**src/rtl/alu_seq_ctrl.sv**
```systemverilog
// Purpose: sequences register-to-register commands through an external 8-bit ALU (read, execute, write back, respond).
// Latency: response valid 2 cycles after command accept; minimum issue interval 3 cycles.
// Backpressure: cmd_ready only in IDLE; a response is held in RESP until resp_ready is seen.
module alu_seq_ctrl #(
  parameter int NREG = 4,
  parameter int DW   = 8
) (
  input  logic                    clk,
  input  logic                    rst,
  input  logic                    cmd_valid,
  output logic                    cmd_ready,
  input  logic [3:0]              cmd_op,
  input  logic [$clog2(NREG)-1:0] cmd_rd,
  input  logic [$clog2(NREG)-1:0] cmd_rs,
  input  logic [$clog2(NREG)-1:0] cmd_rt,
  output logic                    resp_valid,
  input  logic                    resp_ready,
  output logic [DW-1:0]           resp_data,
  output logic                    resp_err,
  output logic                    flag_c,
  output logic                    flag_z,
  input  logic                    ld_en,
  input  logic [$clog2(NREG)-1:0] ld_addr,
  input  logic [DW-1:0]           ld_data,
  input  logic [$clog2(NREG)-1:0] rd_addr,
  output logic [DW-1:0]           rd_data,
  output logic [3:0]              alu_ctrl,
  output logic [DW-1:0]           alu_x,
  output logic [DW-1:0]           alu_y,
  input  logic [DW-1:0]           alu_out,
  input  logic                    alu_carry
);

  localparam int AW = $clog2(NREG);

  typedef enum logic [1:0] {
    IDLE = 2'd0,
    EXEC = 2'd1,
    RESP = 2'd2
  } state_t;

  state_t          state;
  state_t          next_state;
  logic            cmd_acc;
  logic            resp_done;
  logic            in_exec;
  logic            op_reserved;
  logic            op_arith;
  logic            wb_en;
  logic [AW-1:0]   rd_q;
  logic [DW-1:0]   rf [NREG];

  // Ops 13..15 are reserved; only add/sub (0,1) produce a meaningful carry.
  assign op_reserved = (alu_ctrl >= 4'd13);
  assign op_arith    = (alu_ctrl < 4'd2);
  assign wb_en       = in_exec && !op_reserved;
  assign rd_data     = rf[rd_addr];

  // State register; reset drops any in-flight command.
  always_ff @(posedge clk or posedge rst) begin
    if (rst) begin
      state <= IDLE;
    end else begin
      state <= next_state;
    end
  end

  // Next-state logic and handshake outputs.
  always_comb begin
    next_state = state;
    cmd_ready  = 1'b0;
    resp_valid = 1'b0;
    cmd_acc    = 1'b0;
    resp_done  = 1'b0;
    in_exec    = 1'b0;
    case (state)
      IDLE: begin
        cmd_ready = 1'b1;
        if (cmd_valid) begin
          cmd_acc    = 1'b1;
          next_state = EXEC;
        end
      end
      EXEC: begin
        in_exec    = 1'b1;
        next_state = RESP;
      end
      RESP: begin
        resp_valid = 1'b1;
        if (resp_ready) begin
          resp_done  = 1'b1;
          next_state = IDLE;
        end
      end
      default: next_state = IDLE;
    endcase
  end

  // Operand capture on accept, result/flag capture on EXEC exit.
  always_ff @(posedge clk or posedge rst) begin
    if (rst) begin
      alu_ctrl  <= '0;
      alu_x     <= '0;
      alu_y     <= '0;
      rd_q      <= '0;
      resp_data <= '0;
      resp_err  <= 1'b0;
      flag_c    <= 1'b0;
      flag_z    <= 1'b0;
    end else begin
      if (cmd_acc) begin
        // Pre-edge rf contents: a same-edge load is not seen here.
        alu_ctrl <= cmd_op;
        alu_x    <= rf[cmd_rs];
        alu_y    <= rf[cmd_rt];
        rd_q     <= cmd_rd;
      end
      if (in_exec) begin
        if (op_reserved) begin
          // Flags are left untouched for reserved ops.
          resp_data <= '0;
          resp_err  <= 1'b1;
        end else begin
          resp_data <= alu_out;
          resp_err  <= 1'b0;
          flag_c    <= op_arith ? alu_carry : 1'b0;
          flag_z    <= (alu_out == '0);
        end
      end else if (resp_done) begin
        resp_err <= 1'b0;
      end
    end
  end

  // Register file: direct load first, so a same-address writeback overrides it.
  always_ff @(posedge clk or posedge rst) begin
    if (rst) begin
      for (int i = 0; i < NREG; i++) begin
        rf[i] <= '0;
      end
    end else begin
      if (ld_en) begin
        rf[ld_addr] <= ld_data;
      end
      if (wb_en) begin
        rf[rd_q] <= alu_out;
      end
    end
  end

endmodule
```
**config.mk**
```make
export PLATFORM = sky130hd
export DESIGN_NAME = alu_seq_ctrl
export DESIGN_NICKNAME = d
export VERILOG_FILES = /design/src/rtl/alu_seq_ctrl.sv
export SDC_FILE = /design/constraint.sdc
export NUM_CORES = 1
export LEC_CHECK = 0
export CAP_MARGIN = 20
export CORE_MARGIN = 2
export CORE_UTILIZATION = 51
export CTS_CLUSTER_DIAMETER = 50
export DETAILED_ROUTE_END_ITERATION = 10
export PLACE_DENSITY = 0.83
export REMOVE_ABC_BUFFERS = 1
export SYNTH_ARGS = -nofsm -noshare
export SYNTH_HDL_FRONTEND = slang
export SYNTH_SLANG_ARGS = --single-unit
```
**constraint.sdc**
```tcl
create_clock -name clk -period 3 [get_ports clk]
set_input_delay 0.6 -clock clk [delete_from_list [all_inputs] [get_ports clk]]
set_output_delay 0.6 -clock clk [all_outputs]
set_load 0.01 [all_outputs]
```
==> flow_metrics.tcl, run 1 <==
set metrics [dict create \
    dp.cells 377 \
    port_buffers 76 \
    worstPathRequired_ns 2.40 \
    vias_per_cell 6.06 \
    clk_pin_slew_ns 0.07 \
    gr-total-overflow 0 \
    htreeDepth 3 \
    relSlewSlack_pct 58.9 \
    hold_class "reg -> reg" \
    postCtsSetupBuffers 0 \
    synth_seq_cells 67 \
    core-area_sq_um 6760 \
    synth_top_area_share_pct 47.3 \
    drc 0 \
    async_flop_share_pct 100 \
    path_buf_inv 3 \
    grt_max_degree 43 \
    fin_worst_skew_ns 0.0121 \
    finalHoldViolations 0 \
    track_usage_pct 24.1 \
    die_y_microns 87.4 \
    maxSlewViolCount 0 \
    antenna_left 0 \
    netlist_top_cells_count "mux2_2 (87), dfrtp_1 (67), mux4_2 (24)" \
    vias 2382 \
    yosysUniqueCellTypes 25 \
    drtIter0Drc 86 \
    rrSetupSlack_ns 1.08 \
    slowest_delay_ns 0.51 \
    global_route.peak_usage_layer "met2" \
    grt_pass1_vias 2514 \
    cts_resized 0 \
    crit_path_start_kind "primary input" \
    synth_area_leader_cell "dfrtp_1" \
    synth_most_common_cell "mux2_2" \
    syn_inst 226 \
    synthesis.area_sq_um 3550 \
    cts_root_buffer "clkbuf_8" \
    outcome "finished clean" \
    met3_usage_pct 4.83 \
    wl_mm 8.37 \
    grt_use_met1_pct 33.4 \
    power.leakage_nw 1.87 \
    finalPower_mw 4.62 \
    start_util_pct 52.5 \
    critical_path.cell_chain "clkdlybuf4s50_1, buf_12, mux4_2, clkdlybuf4s50_1" \
    cts_buffer_depth 2 \
    worstMarginPinSlew_ns 0.614 \
    drive_above_1_share_pct 46.0 \
    fp.dieArea_sq_um 7640 \
    cts_tree "done" \
    r2r-end "flag_c" \
    power_frac_clock_pct 18.3 \
    dpl_worst_slack_ns 0.134 \
    combPwrFrac_pct 44.0 \
    cp_num_cells 4 \
    rows 30 \
    setup_ws_ns 0.124 \
    hold_buffers 0 \
    setup_viol 0 \
    clock_sinks 67 \
    critical_path_class "in -> out" \
    tns_ns 0 \
    r2r_cells 3 \
    place_congestion 0.776 \
    finalNetCount 344 \
    min_period_over_period_pct 95.9 \
    crit_path_end_kind "output port" \
    grt_pass1_wl_mm 13.6 \
    sw_frac_of_total_pct 30.7 \
    worstPathMaxFanout 8 \
    max-cap-violations 0 \
    cts_inserted_buffers 9 \
    crit_slowest_cell "clkdlybuf4s50_1" \
    fin_crit_ns 2.88 \
    pwr-share-seq_pct 37.7 \
    max_freq_mhz 348 \
    startpoint "rd_addr[0]" \
    cp-endpoint "rd_data[3]" \
    p_per_area_nw_per_um2 994 \
    worstPathArrival_ns 2.28 \
    post_drt_wl_per_cell_microns 21.3 \
    netlist_top_cells_area "dfrtp_1 (47%), mux2_2 (28%), mux4_2 (15%)" \
    max-vdd-ir-drop_mv 0.500 \
    synth_area_per_cell_sq_um 15.7 \
    antenna_found_initial 0 \
    crit_top_cell "clkdlybuf4s50_1" \
    antennaDiodeCount 0 \
    reg2reg_from "state[0]" \
    first_pass_iters 4 \
    synthToLayoutAreaGrowth_pct 31.1 \
    fin_cells 393 \
    crit_family "buffers and inverters" \
    synth-seq-area-share_pct 47.3 \
    rsz0062_at_grt "false" \
    dp_hpwl_mm 5.76 \
    synthFlopType "dfrtp_1" \
    yosysWarnings 0 \
    die_x_microns 87.4 \
    ios 77 \
    use_met2_pct 37.5 \
    internal-power_mw 3.21 \
    synth_edf_count 0 \
    p_sw_mw 1.42 \
    insertion_delay_ns 0.34 \
]
layout by cell type, fill, tap and decap left out, drive strengths merged:
cell / netlist / routed
buf: 7 / 7
clkdlybuf4s50: 0 / 76
inv: 3 / 4
nand3b: 3 / 3
nor3b: 1 / 1
nor2: 3 / 3
nand3: 2 / 2
nor2b: 1 / 1
nand2b: 2 / 2
clkinv: 0 / 3
nand4: 2 / 2
and2: 2 / 2
o21ai: 2 / 2
a21oi: 1 / 1
o211ai: 1 / 1
clkbuf: 5 / 10
mux4: 24 / 24
bufinv: 0 / 2
dfrtp: 67 / 67
mux2: 87 / 87
nor4b: 1 / 1
nor4: 2 / 2
a22o: 8 / 8
nand4b: 2 / 2
layer usage:
| layer | part of all wire (%) | vias up |
|---|---|---|
| li1 | - | 1049 |
| met1 | 43 | 1224 |
| met2 | 49 | 93 |
| met3 | 5.5 | 16 |
| met4 | 2.3 | 0 |
| met5 | 0 | - |
worst register-to-register path: stages (launching register included):
cell and delay, ns:
dfrtp_1 0.40, nor2b_1 0.51, and2_1 0.50, mux2_2 0.39
worst min-delay path by stage:
stage,start,endpoint,slack (ns),depth (start not counted)
floorplan,resp_data[0],resp_data[0],0.54,1
finish,alu_x[6],alu_x[6],0.51,1
global route,alu_y[6],alu_y[6],0.53,1
CTS,alu_x[6],alu_x[6],0.51,1
global placement,alu_x[2],alu_x[2],0.49,1
detailed placement,resp_data[0],resp_data[0],0.49,1
sequential cells by signal (all words and copies together) (netlist names):
name / cells
resp_err: 1
resp_data: 8
alu_x: 8
state: 2
alu_ctrl: 4
alu_y: 8
rf: 32
flag_z: 1
rd_q: 2
flag_c: 1
through the flow:
stage / util [%] / area [sq um] / hold WS [ns]
floorplan: - / 3490 / 0.544
global placement: 65.5 / 4430 / 0.490
detailed placement: 65.5 / 4430 / 0.491
CTS: 68.8 / 4650 / 0.511
global route: 68.8 / 4650 / 0.529
finish: 68.8 / 4650 / 0.507
layout make-up:
| class | instances | area, sq um |
|---|---|---|
| Clock buffer | 10 | 138 |
| Clock inverter | 6 | 87.6 |
| Fill cell | 490 | 2110 |
| Inverter | 3 | 11.3 |
| Multi-Input combinational cell | 144 | 1800 |
| Sequential cell | 67 | 1680 |
| Tap cell | 80 | 100 |
| Timing Repair Buffer | 83 | 838 |
logic make-up (layout without fill, tap and decap cells):
kind of cell    count (synthesis)  after routing  synth area share (%)
flops                          67             67                  47.3
buf+inv                        15            102                  2.01
compound gates                 12             12                  2.75
mux                           111            111                  42.9
simple gates                   21             21                  5.11
power groups by stage:
stage	clock network, mW	logic (mW)	registers, mW
global route	0.909	2.19	1.80
detailed placement	0	2.05	1.75
floorplan	0	1.15	1.73
global placement	0	2.00	1.71
finish	0.845	2.03	1.75
CTS	0.860	2.06	1.73
Note: power is estimated with default switching activity, not from simulation.
==> run 2: changes to the inputs <==
- CORE_ASPECT_RATIO: not set -> 0.5
==> run 2 against run 1 <==
Setup slack improved by 0.0019 ns; critical endpoint unchanged; design area grew 3.9%; clock power grew 55%; highest routed layer unchanged; fmax hardly changed; sequential cell count did not move.
==> flow_metrics.tcl, run 2 (synthesized netlist as in run 1, its figures left out) <==
set metrics [dict create \
    power.leakage_nw 1.94 \
    p_per_area_nw_per_um2 1060 \
    internal-power_mw 3.64 \
    hold_buffers 0 \
    worstPathRequired_ns 2.40 \
    die_x_microns 122 \
    cts_inserted_buffers 9 \
    drtIter0Drc 152 \
    rsz0062_at_grt "false" \
    crit_path_start_kind "primary input" \
    layout_common_cells "mux2_2 (87), clkdlybuf4s50_1 (76), dfrtp_1 (67)" \
    num-fill-cells 439 \
    power_frac_clock_pct 25.5 \
    track_usage_pct 26.2 \
    antenna_left 0 \
    clk_pin_slew_ns 0.05 \
    worstMarginPinSlew_ns 0.646 \
    cts_tree "done" \
    min_period_over_period_pct 95.8 \
    antennaDiodeCount 0 \
    postCtsSetupBuffers 0 \
    fin_cells 407 \
    critical_path.cell_chain "clkdlybuf4s50_1, buf_12, mux4_2, clkdlybuf4s50_1" \
    p_sw_mw 1.50 \
    post_drt_wl_per_cell_microns 22.0 \
    place_congestion 0.771 \
    setup_viol 0 \
    die_y_microns 63.0 \
    crit_slowest_cell "clkdlybuf4s50_1" \
    worstPathMaxFanout 8 \
    grt_pass1_wl_mm 14.7 \
    dp.cells 391 \
    outcome "finished clean" \
    dp_hpwl_mm 6.11 \
    grt_max_degree 40 \
    fin_worst_skew_ns 0.00558 \
    core-area_sq_um 6700 \
    gr-total-overflow 0 \
    tns_ns 0 \
    ios 77 \
    finalHoldViolations 0 \
    hold_class "reg -> reg" \
    wl_mm 8.94 \
    fin_crit_ns 2.87 \
    rows 21 \
    fp.dieArea_sq_um 7680 \
    final_common_cell "mux2_2" \
    cts_resized 0 \
    drive_above_1_share_pct 46.3 \
    cts_buffer_depth 2 \
    max_freq_mhz 348 \
    finalPower_mw 5.14 \
    finalNetCount 346 \
    maxSlewViolCount 0 \
    relSlewSlack_pct 56.9 \
    crit_top_cell "clkdlybuf4s50_1" \
    start_util_pct 52.9 \
    largest_register_ffs 32 \
    drc 0 \
    slowest_delay_ns 0.51 \
    pwr-share-seq_pct 34.2 \
    first_pass_iters 4 \
    max-cap-violations 0 \
    top_register "rf" \
    crit_path_end_kind "output port" \
    vias_per_cell 6.00 \
    dpl_worst_slack_ns 0.110 \
    combPwrFrac_pct 40.4 \
    htreeDepth 3 \
    worstPathArrival_ns 2.27 \
    port_buffers 76 \
    sw_frac_of_total_pct 29.2 \
    critical_path_class "in -> out" \
    clock_sinks 67 \
    insertion_delay_ns 0.33 \
    cts_root_buffer "clkbuf_16" \
    setup_ws_ns 0.126 \
    max-vdd-ir-drop_mv 0.560 \
    vias 2444 \
    antenna_found_initial 0 \
    fin_util_pct 72.1 \
    grt_pass1_vias 2656 \
    synthToLayoutAreaGrowth_pct 36.2 \
]
run 2: worst max-delay path: cells and delay by family:
kind                   cells  cell delay (ns)
multiplexers               1             0.50
buffers and inverters      3             1.17
run 2: final cells by class:
type	instances	area [sq um]	area share (%)
multi-input cells	144	1800	37.2
flip-flops and latches	67	1680	34.7
repair buffers	85	853	17.7
clock buffers	10	239	4.95
clock inverters	6	136	2.82
well taps	92	115	2.38
inverters	3	11.3	0.233
run 2: stage by stage:
step / area, sq um / hold slack [ns]
detailed placement: 4460 / 0.494
CTS: 4830 / 0.511
floorplan: 3490 / 0.544
finish: 4830 / 0.504
global route: 4830 / 0.527
global placement: 4460 / 0.489
run 2: path summary, 6_finish.rpt:
path,cells after the start,endpoint,slack (ns),start
min in group asynchronous,2,resp_err,0.68,rst
worst min-delay path,1,alu_x[0],0.50,alu_x[0]
max in group asynchronous,3,alu_x[6],1.69,rst
worst max-delay path,4,rd_data[3],0.13,rd_addr[0]
worst min register to register,1,alu_x[0],0.50,alu_x[0]
worst max register to register,3,flag_c,1.10,state[1]
run 2: power by group through the flow:
stage	combinational, mW	sequential (mW)	clock, mW
floorplan	1.15	1.73	0
global placement	2.00	1.70	0
detailed placement	2.06	1.75	0
CTS	2.09	1.74	1.33
global route	2.21	1.82	1.37
finish	2.07	1.76	1.31
run 2: per-layer routing:
layer,wire (microns),track usage [%],vias to the layer above
met2,4410,42.4,77
met5,0,0,-
li1,-,-,1059
met3,425,6.39,21
met4,214,10.8,0
met1,3890,34.0,1287
==> run 3: changes to the inputs <==
- CTS_CLUSTER_DIAMETER: 50 -> not set
==> results of run 3 <==
The final DEF is identical to that of run 2; final timing and power are the same.
